[src/rtl/pipe_ctrl_pkg.sv]
// Shared types and constants for the pipeline hazard/sequencing controller.
package pipe_ctrl_pkg;

  typedef enum logic [1:0] {
    RUN        = 2'd0,
    STALL      = 2'd1,
    FETCH_WAIT = 2'd2
  } pc_state_t;

  localparam logic [1:0] PC_SEL_SEQ = 2'b00;
  localparam logic [1:0] PC_SEL_BR  = 2'b01;
  localparam logic [1:0] PC_SEL_J   = 2'b10;

  localparam logic [4:0] REG_ZERO = 5'd0;

  typedef struct packed {
    logic       pc_write;
    logic [1:0] pc_sel;
    logic       hold;
    logic       flush;
    logic       bubble;
  } ctrl_t;

  // r0 is hardwired, so it never creates a dependency
  function automatic logic reg_match(input logic [4:0] src, input logic uses,
                                     input logic [4:0] dst);
    return uses && (src != REG_ZERO) && (src == dst);
  endfunction

endpackage

[src/rtl/pipeline_ctrl_hazard_detect.sv]
// Combinational stall-length decode: maps ID sources and EX/MEM destinations to N (0..2).
module hazard_detect
  import pipe_ctrl_pkg::*;
(
  input  logic [4:0] id_rs,
  input  logic [4:0] id_rt,
  input  logic       id_uses_rs,
  input  logic       id_uses_rt,
  input  logic       id_is_branch,
  input  logic       ex_reg_write,
  input  logic       ex_mem_read,
  input  logic [4:0] ex_dst,
  input  logic       mem_mem_read,
  input  logic [4:0] mem_dst,
  output logic [1:0] n
);

  logic ex_hit, mem_hit;

  assign ex_hit  = reg_match(id_rs, id_uses_rs, ex_dst)  || reg_match(id_rt, id_uses_rt, ex_dst);
  assign mem_hit = reg_match(id_rs, id_uses_rs, mem_dst) || reg_match(id_rt, id_uses_rt, mem_dst);

  // Branches resolve in ID, so they also wait on ALU results and on loads one stage further out
  always_comb begin
    n = 2'd0;
    if (id_is_branch && ex_mem_read && ex_hit)       n = 2'd2;
    else if (ex_mem_read && ex_hit)                  n = 2'd1;
    else if (id_is_branch && ex_reg_write && ex_hit) n = 2'd1;
    else if (id_is_branch && mem_mem_read && mem_hit) n = 2'd1;
  end

endmodule

[src/rtl/pipeline_ctrl.sv]
// Pipeline hazard/sequencing FSM with Mealy output decode.
// Optional statistics counters enabled by PIPE_CTRL_STATS_EN.
module pipeline_ctrl
  import pipe_ctrl_pkg::*;
(
  input  logic       clk,
  input  logic       rst,
  input  logic [4:0] id_rs,
  input  logic [4:0] id_rt,
  input  logic       id_uses_rs,
  input  logic       id_uses_rt,
  input  logic       id_is_branch,
  input  logic       id_is_jump,
  input  logic       branch_taken,
  input  logic       ex_reg_write,
  input  logic       ex_mem_read,
  input  logic [4:0] ex_dst,
  input  logic       mem_mem_read,
  input  logic [4:0] mem_dst,
  input  logic       imem_ready,
  output logic       pc_write,
  output logic [1:0] pc_sel,
  output logic       hold_IF_ID,
  output logic       flush_IF_ID,
  output logic       bubble_ID_EX
`ifdef PIPE_CTRL_STATS_EN
  ,
  output logic [15:0] stall_cycles,
  output logic [15:0] flush_count
`endif
);

  localparam ctrl_t STALL_OUT = '{pc_write: 1'b0, pc_sel: PC_SEL_SEQ, hold: 1'b1, flush: 1'b0, bubble: 1'b1};

  pc_state_t  state, state_nxt;
  logic       cnt, cnt_nxt;
  logic [1:0] n;
  ctrl_t      ctl, ctl_o;

  hazard_detect u_hazard (
    .id_rs        (id_rs),
    .id_rt        (id_rt),
    .id_uses_rs   (id_uses_rs),
    .id_uses_rt   (id_uses_rt),
    .id_is_branch (id_is_branch),
    .ex_reg_write (ex_reg_write),
    .ex_mem_read  (ex_mem_read),
    .ex_dst       (ex_dst),
    .mem_mem_read (mem_mem_read),
    .mem_dst      (mem_dst),
    .n            (n)
  );

  always_comb begin
    ctl       = '0;
    state_nxt = state;
    cnt_nxt   = cnt;
    case (state)
      RUN: begin
        if (n != 2'd0) begin
          ctl = STALL_OUT;
          if (n == 2'd2) begin
            state_nxt = STALL;
            cnt_nxt   = 1'b0;
          end
        end else if (id_is_jump || (id_is_branch && branch_taken)) begin
          ctl.pc_write = 1'b1;
          ctl.pc_sel   = id_is_jump ? PC_SEL_J : PC_SEL_BR;
          ctl.flush    = 1'b1;
        end else if (!imem_ready) begin
          ctl.flush = 1'b1;
          state_nxt = FETCH_WAIT;
        end else begin
          ctl.pc_write = 1'b1;
        end
      end
      STALL: begin
        ctl = STALL_OUT;
        if (cnt == 1'b0) state_nxt = RUN;
        else             cnt_nxt   = cnt - 1'b1;
      end
      FETCH_WAIT: begin
        // ID holds a NOP here, so no hazard or redirect can originate from it
        if (imem_ready) begin
          ctl.pc_write = 1'b1;
          state_nxt    = RUN;
        end else begin
          ctl.flush = 1'b1;
        end
      end
      default: state_nxt = RUN;
    endcase
  end

  always_ff @(posedge clk or negedge rst) begin
    if (!rst) begin
      state <= RUN;
      cnt   <= 1'b0;
    end else begin
      state <= state_nxt;
      cnt   <= cnt_nxt;
    end
  end

  assign ctl_o        = rst ? ctl : '0;
  assign pc_write     = ctl_o.pc_write;
  assign pc_sel       = ctl_o.pc_sel;
  assign hold_IF_ID   = ctl_o.hold;
  assign flush_IF_ID  = ctl_o.flush;
  assign bubble_ID_EX = ctl_o.bubble;

`ifdef PIPE_CTRL_STATS_EN
  always_ff @(posedge clk or negedge rst) begin
    if (!rst) begin
      stall_cycles <= '0;
      flush_count  <= '0;
    end else begin
      if (ctl_o.bubble && stall_cycles != 16'hFFFF) stall_cycles <= stall_cycles + 16'd1;
      if (ctl_o.flush  && flush_count  != 16'hFFFF) flush_count  <= flush_count + 16'd1;
    end
  end
`else
  // statistics hardware absent in this build
`endif

endmodule

[config.mk]
export PLATFORM = sky130hd
export DESIGN_NAME = pipeline_ctrl
export DESIGN_NICKNAME = d
export VERILOG_FILES = /design/src/rtl/pipe_ctrl_pkg.sv /design/src/rtl/pipeline_ctrl_hazard_detect.sv /design/src/rtl/pipeline_ctrl.sv
export SDC_FILE = /design/constraint.sdc
export NUM_CORES = 1
export LEC_CHECK = 0
export CAP_MARGIN = 25
export CORE_MARGIN = 3
export CORE_UTILIZATION = 34
export DETAILED_ROUTE_END_ITERATION = 8
export PLACE_DENSITY = 0.79
export SLEW_MARGIN = 15
export SYNTH_ARGS = -nofsm -noshare
export SYNTH_HDL_FRONTEND = slang
export SYNTH_SLANG_ARGS = --single-unit
[constraint.sdc]
create_clock -name clk -period 6.5 [get_ports clk]
set_clock_uncertainty 0.05 [all_clocks]
set_input_delay 1.95 -clock clk [delete_from_list [all_inputs] [get_ports clk]]
set_output_delay 1.95 -clock clk [all_outputs]
set_load 0.02 [all_outputs]
==> results.md <==
- RSZ-0062 raised after global routing: false
- Biggest regs: state: 2 flops
- Final Max Tran Viols: 0
- Core area: 1200 um^2
- Worst EP required: 4.50 ns
- Vias per inst: 5.39
- GR Overflow Total: 0
- Net Count, Synth: 92
- Largest net degree at the start of global routing: 7
- CP arrival: 4.35 ns
- First-pass GRT wire length: 2.49 mm
- FF-to-FF setup slack: 5.44 ns
- Gr usage total: 16.9%
- Reg clk slew, reported paths: 0.03 ns
- Synthesized area: 468 um^2
- Number of global-route vias before repair: 637
- Final instance area: 868 um^2
- Post-synthesis sequential area ratio: 10.7%
- Yosys top cell area share: 22.5%
- CP endpoint kind: output port
- Layout filler cell count: 106
- Placed Instance Area: 846 um^2
- DRT iter0 DRCs: 6
- Outcome: finished, final reports clean
- Crit Path Max Fanout: 4
- CTS H-Tree Depth: 1
- EDFF count, synth: 0
- IO Pins: 37
- Max reg flops: 2
- Most common cell in the synthesized netlist: xor2_1
- Area growth, synth to finish: 85.6%
- Hold path depth: 2
- Clock Sinks: 2
- CP top delay family: buffers and inverters
- Max transition margin: 69.1%
- CTS buffer count: 3
- Buf/Inv on CP: 2
- Post-synth cell types: 23
- MaxCap Viol Count: 0
- Initial antenna violation count: 0
- Length of the first detailed-routing pass in iterations: 3
- Post_cts resized: 0
- WL/cell: 13.0 um
- Pwr Density: 107 nW/um^2
- # diodes: 0
- Hold Crit Class: reg -> reg
- Fin crit period: 6.35 ns
- Syn avg cell area: 7.67 um^2
- Die area: 1860 um^2
- Asr flop ratio synth: 100%
- Post-synth top area cell: xor2_1
- Register Area: 50.0 um^2
- Ranking of synthesized cells by area: xor2_1 (22%), xnor2_1 (15%), dfrtp_1 (11%), a211oi_1 (4.8%), or4_4 (4.8%)
- Setup_tns: 0 ns
- Post-route DRC: 0
- Critical path depth: 7
- Critical-path top delay cell: clkdlybuf4s50_1
- Critical path's most frequent cell: clkdlybuf4s50_1
- FF-to-FF Start: state[0]
- Largest stage delay, worst path: 0.66 ns
- Nets: 133
- Syn Inst Count: 61
- Post-synth top flop: dfrtp_1
- IO buf count: 36
- Worst Tran Pin Value: 0.464 ns
- Register-to-Register Path Depth: 3
- Synth top cells by count: xor2_1 (12), xnor2_1 (8), nand2_1 (4), nand3_1 (4)
- Routed Antenna Nets: 0
- Tcrit/Tclk final: 97.8%
- Setup bufs post-CTS: 0
- Starting Density: 39.0%
- Die W: 43.1 um
- RD Place Congestion: 0.776
- CTS root buf: clkbuf_4
- FMAX: 0.157 GHz
- CTS tree: yes
- VDD IR max: 56.3 uV
- Cells along the critical path: clkdlybuf4s50_1 -> or4_1 -> o21ai_2 -> or4_4 -> a21oi_2 -> nor4_1 -> clkdlybuf4s50_1
- DRT Wirelength: 1.48 mm
- FF+latch count, synth: 2
- Leakage Power: 0.319 nW
- Area taken by multi-input logic gates: 407 um^2
- Pre-CTS WS: 0.151 ns
- Number of cell rows: 12
- Setup slack after layout: 0.145 ns
- Fin. Hold Viols: 0
- Clk_lat worst skew: 0.23 ns
- Worst Setup SP: id_rt[0]
- CP startpoint kind: input port
- Crit Path Category: in -> out
- Min-delay src: state[1]
- Share of layout cells above drive strength 1: 9.00%
- DIE HEIGHT: 43.1 um
- Vias: 614
- Reg with most FFs: state
- Maximum clock path buffer count: 2
- Final setup vio count: 0
- Syn. warnings: 0
- Cts hold-fix bufs: 0
cell usage in the layout, fill, tap and decap left out, types with 2 or more instances in the layout:
cell / n
o21ai_2: 2
or4_4: 2
nand4_1: 2
o21ai_0: 2
xnor2_1: 8
dfrtp_1: 2
nand2_1: 4
a21oi_1: 3
nand3_1: 4
or4_1: 2
clkdlybuf4s50_1: 36
nor2_1: 3
xor2_1: 12
clkbuf_4: 3
nor4_1: 3
a211oi_1: 3
final timing paths:
check / end
setup / recovery: pc_sel[0]
hold / removal: state[1]
hold reg to reg: state[1]
setup reg to reg: state[1]
max in group asynchronous: state[1]
min in group asynchronous: state[0]
power by group:
part | total (mW) | switching (mW) | leakage [nW] | internal (mW)
combinational | 0.0503 | 0.0207 | 0.278 | 0.0297
clock | 0.0279 | 0.00751 | 0.0138 | 0.0204
sequential | 0.0144 | 0.00117 | 0.0266 | 0.0132
total | 0.0927 | 0.0293 | 0.319 | 0.0633
cell type report:
class	instances	area share, %
multi-input cells	57	46.8
flip-flops and latches	2	5.76
clock buffers	3	2.59
well taps	14	2.02
inverters	1	0.432
repair buffers	37	42.4
tightest hold or removal path: stages (launching register included):
cell and delay, ns:
dfrtp_1 0.43, nand2_1 0.07, o31ai_1 0.07
logic make-up (layout without fill, tap and decap cells):
kind of cell    after synthesis  after routing  synth area share [%]
compound gates               14             14                  20.9
xor+xnor                     20             20                  37.4
simple gates                 23             23                  28.6
flops                         2              2                  10.7
buf+inv                       2             41                  2.41
routing by layer:
layer / track usage [%] / vias to the layer above / wire, um
met5: 0 / - / 0
met1: 20.1 / 278 / 639
met2: 30.1 / 28 / 713
li1: - / 306 / -
met3: 2.54 / 2 / 116
met4: 5.42 / 0 / 13
per-stage QoR:
step	std cells	util [%]	power, mW	hold slack (ns)
CTS	114	72.3	0.0934	0.558
global route	114	72.3	0.0982	0.576
detailed placement	111	70.4	0.0651	0.546
floorplan	61	-	0.0342	0.476
global placement	111	70.4	0.0645	0.541
finish	114	72.3	0.0927	0.563
Power figures use the tool's default switching activity.
==> edit 1: new RTL, same settings <==
Build with the macro `PIPE_CTRL_STATS_EN` defined.
--- a/src/rtl/pipeline_ctrl.sv
+++ b/src/rtl/pipeline_ctrl.sv
@@ -1,5 +1,7 @@
 // Pipeline hazard/sequencing FSM with Mealy output decode.
 // Optional statistics counters enabled by PIPE_CTRL_STATS_EN.
+`define PIPE_CTRL_STATS_EN
+
 module pipeline_ctrl
   import pipe_ctrl_pkg::*;
 (
Check against the original RTL (old outputs only; new: flush_count and stall_cycles): equivalent (Yosys induction, for registers that start in step).
==> edit 1 against the original RTL <==
Design area rose to 3.5 times the old value. Critical path depth up 2. Hold slack got worse by 120 ps. Count of clock-buffer cells in the layout increased by 4. Setup slack gained 70 ps. Wire length grew to 3.3 times the old value. Largest power group is now registers. Non-clock buffer count rose by 49. Sequential cell count rose by 32. Total power grew to 6.6 times the old value. Critical path type unchanged. Synthesized area grew to 4.4 times the old value.
==> edit 1: results (changes against the original RTL) <==
Run status
  – Status: complete, no violations (unchanged)

Power and ir drop
  – Comb power frac: 30.7% (was 54.3%)
  – Max rail drop VDD: 0.000131 V (was 0.0000563 V)
  – Combinational gate power: 0.188 mW (was 0.0503 mW)
  – Switch share: 31.7% (about the same)
  – P_leak: 1.34 nW (was 0.319 nW)

Setup path
  – Start of the worst register-to-register path: flush_count[7]$_DFFE_PN0P_ (was state[0]$_DFFE_PN0P_)
  – R2r setup slk: 3870 ps (was 5440 ps)
  – Path depth of the worst reg2reg path: 6 (was 3)
  – Slowest-stage cell, CP: or4_1 (was clkdlybuf4s50_1)
  – CP max stage delay: 520 ps (was 660 ps)
  – Crit path capture: pc_write (was pc_sel[0])
  – Worst-path fanout max: 3 (was 4)

Min path
  – Hold-critical path depth: 1 (was 2)
  – Hold Path End: flush_count[10]$_DFFE_PN0P_ (was state[1]$_DFFE_PN0P_)

Place
  – Routability Congestion: 0.872 (was 0.776)
  – Post-DP Area: 2920 um2 (was 846 um2)
  – Post-place setup slack: -67.8 ps (was 151 ps)
  – Port Buf Inserts: 68 (was 36)

Route
  – Met1 wire length: 2170 um (was 639 um)
  – Via count: 1856 (was 614)
  – Routed wl met3: 303 um (was 116 um)
  – DR iter-0 viols: 115 (was 6)
  – WL per Instance: 13.5 um (was 13.0 um)
  – DR WL met2: 2380 um (was 713 um)

Clocking
  – H-tree depth: 2 (was 1)
  – Clk_lat worst skew: 280 ps (was 230 ps)
  – Number of buffers created by CTS: 5 (was 3)
  – Root buffer cell: clkbuf_8 (was clkbuf_4)
  – Post-cts resize count: 3 (was 0)

Timing
  – Actual slew at the worst max-slew pin: 884 ps (was 464 ps)
  – F_max: 159 MHz (was 157 MHz)

Global route
  – Met3 usage: 3.46% (was 2.54%)
  – Vias in the first global route: 1815 (was 637)
  – Met2 Resource Use GR: 23.7% (was 30.1%)
  – First-pass GRT wire length: 8490 um (was 2490 um)

Yosys
  – Synth unique cells: 41 (was 23)
  – Sequential area share after synthesis: 41.6% (was 10.7%)
  – Syn_area_per_cell: 10.2 um2 (was 7.67 um2)
  – Post-synth top cells: dfrtp_1 (34), xnor2_1 (30), nand2_1 (16) (was xor2_1 (12), xnor2_1 (8), nand2_1 (4), nand3_1 (4))
  – Post-Syn Nets: 234 (was 92)

Final layout
  – Post-layout nets: 324 (was 133)
  – Final cell count without fillers: 364 (was 114)
==> edit 1: changes by cell type in the layout (fill, tap and decap cells not counted), moves of 5 or more <==
| cell | delta |
|---|---|
| clkdlybuf4s50_1 | +26 |
| nand4_1 | +7 |
| clkbuf_8 | +6 |
| nand3_1 | +8 |
| dfrtp_1 | +32 |
| buf_4 | +17 |
| nand2_1 | +12 |
| and3_1 | +9 |
| nor2_1 | +5 |
| xnor2_1 | +22 |
| nor3_1 | +6 |
==> edit 1: final cells by class <==
| class | count | area (um2) |
|---|---|---|
| clock buffer | 7 | 86.3 |
| timing repair buffer | 86 | 816 |
| multi-input combinational | 160 | 1180 |
| sequential | 34 | 851 |
| inverter | 4 | 15.0 |
| tap | 72 | 90.1 |
| fill | 507 | 2640 |
| clock inverter | 1 | 5.00 |
==> edit 1: logic make-up after synthesis <==
family / synth area share, %
and+or+nand+nor: 26.5
xor gates and xnor gates: 19.3
buffers and inverters: 1.89
adders and majority gates: 1.22
muxes: 1.65
DFF: 41.6
AOI/OAI and AO/OA: 7.88
==> edit 2: new RTL, same settings <==
Without the edit above. The 3 states of `pc_state_t` get a one-hot encoding in 3 bits.
--- a/src/rtl/pipe_ctrl_pkg.sv
+++ b/src/rtl/pipe_ctrl_pkg.sv
@@ -1,10 +1,10 @@
 // Shared types and constants for the pipeline hazard/sequencing controller.
 package pipe_ctrl_pkg;
 
-  typedef enum logic [1:0] {
-    RUN        = 2'd0,
-    STALL      = 2'd1,
-    FETCH_WAIT = 2'd2
+  typedef enum logic [2:0] {
+    RUN        = 3'b001,
+    STALL      = 3'b010,
+    FETCH_WAIT = 3'b100
   } pc_state_t;
 
   localparam logic [1:0] PC_SEL_SEQ = 2'b00;
Function: same outputs for any inputs over 10 cycles, from zero or initial values and one cycle with rst low; not proved beyond that.
==> edit 2 against the original RTL <==
Synthesized cell count is 25% higher. First-iteration DRC count is 130% higher. Setup slack better by 87 ps. Wire length is 21% higher. Register-to-register slack worse by 260 ps. Critical path depth is 1 higher. Synthesized area is 29% higher. Global-route usage is 0.98 points higher. Final cell count is 18% higher. Sequential cell count is 1 higher. Total power is 71% higher. Hold slack better by 94 ps. Design area is 19% higher. Critical path type unchanged. Highest routed layer unchanged.
==> edit 2: results (changes against the original RTL) <==
Route
  – Via-per-instance ratio: 5.53 (was 5.39)
  – DR WL met2: 942 um (was 713 um)
  – Routed wl met3: 123 um (was 116 um)
  – Met1 wire length: 714 um (was 639 um)
  – DR iter-0 viols: 14 (was 6)

Die
  – Die width: 48.1 um (was 43.1 um)

Run status
  – Status: complete, no violations (unchanged)

Yosys
  – Synth area leaders: xnor2_1 (20%), xor2_1 (8.7%), dfrtp_1 (8.3%), nor4_1 (5.2%), nand2_1 (5.0%) (was xor2_1 (22%), xnor2_1 (15%), dfrtp_1 (11%), a211oi_1 (4.8%), or4_4 (4.8%))
  – Post-synth top cells: xnor2_1 (14), nand2_1 (8), xor2_1 (6) (was xor2_1 (12), xnor2_1 (8), nand2_1 (4), nand3_1 (4))
  – Syn_area_per_cell: 7.92 um2 (was 7.67 um2)
  – Sequential area share after synthesis: 12.7% (was 10.7%)

Final layout
  – Layout non-clock buf frac: 38.2% (was 42.4%)
  – P&R area growth vs syn: 71.1% (was 85.6%)
  – Post-layout nets: 150 (was 133)
  – Non-clk invs: 3 (was 1)
  – Top flop regs: state: 3 flops (was state: 2 flops)
  – Comb_multi_in: 68 (was 57)
  – Share of layout cells above drive strength 1: 11.0% (was 9.00%)
  – Final-layout fill cell count: 138 (was 106)
  – Clock buf/inv share: 2.55% (was 2.59%)
  – Final cell count without fillers: 134 (was 114)
  – Multi-input gate area: 503 um2 (was 407 um2)

Power and ir drop
  – Max rail drop VDD: 0.0000817 V (was 0.0000563 V)
  – Sequential share of power: 17.9% (was 15.5%)
  – P_leak: 0.430 nW (was 0.319 nW)
  – Seq. pwr: 0.0283 mW (was 0.0144 mW)
  – Comb power frac: 59.2% (was 54.3%)

Setup path
  – WP data arrival: 4270 ps (was 4350 ps)
  – Worst setup startpoint: id_rs[0] (was id_rt[0])
  – Start of the worst register-to-register path: state[0]$_DFFE_PN1P_ (was state[0]$_DFFE_PN0P_)
  – R2r setup slk: 5180 ps (was 5440 ps)
  – R2r endpoint: state[0]$_DFFE_PN1P_ (was state[1]$_DFFE_PN0P_)
  – CP max stage delay: 590 ps (was 660 ps)
  – Crit path capture: pc_write (was pc_sel[0])

Clocking
  – Clk_lat worst skew: 250 ps (was 230 ps)
  – Post-cts resize count: 2 (was 0)

Global route
  – GRT Resource Usage Total: 17.9% (was 16.9%)
  – Largest net degree at the start of global routing: 13 (was 7)
  – Met2 Resource Use GR: 33.8% (was 30.1%)
  – Vias in the first global route: 740 (was 637)

Place
  – Post-DP Area: 1000 um2 (was 846 um2)

Min path
  – Hold-critical path depth: 1 (was 2)
==> edit 2: kinds of logic (layout without fill, tap and decap cells) <==
| family | count (synthesis) | count (layout) | synth area share (%) |
|---|---|---|---|
| compound gates | 15 | 15 | 22.2 |
| xor+xnor | 20 | 20 | 29.1 |
| flops | 3 | 3 | 12.7 |
| simple gates | 33 | 33 | 32.2 |
| buf+inv | 5 | 47 | 3.74 |
==> edit 2: worst min-delay path by stage <==
stage | from | endpoint | slack, ps
2_1_floorplan | state[1]$_DFFE_PN0P_ | state[1]$_DFFE_PN0P_ | 550
3_3_place_gp | state[1]$_DFFE_PN0P_ | state[1]$_DFFE_PN0P_ | 640
3_5_place_dp | state[1]$_DFFE_PN0P_ | state[1]$_DFFE_PN0P_ | 650
4_1_cts | state[1]$_DFFE_PN0P_ | state[1]$_DFFE_PN0P_ | 660
5_1_grt | state[1]$_DFFE_PN0P_ | state[1]$_DFFE_PN0P_ | 700
6_report | state[1]$_DFFE_PN0P_ | state[1]$_DFFE_PN0P_ | 660
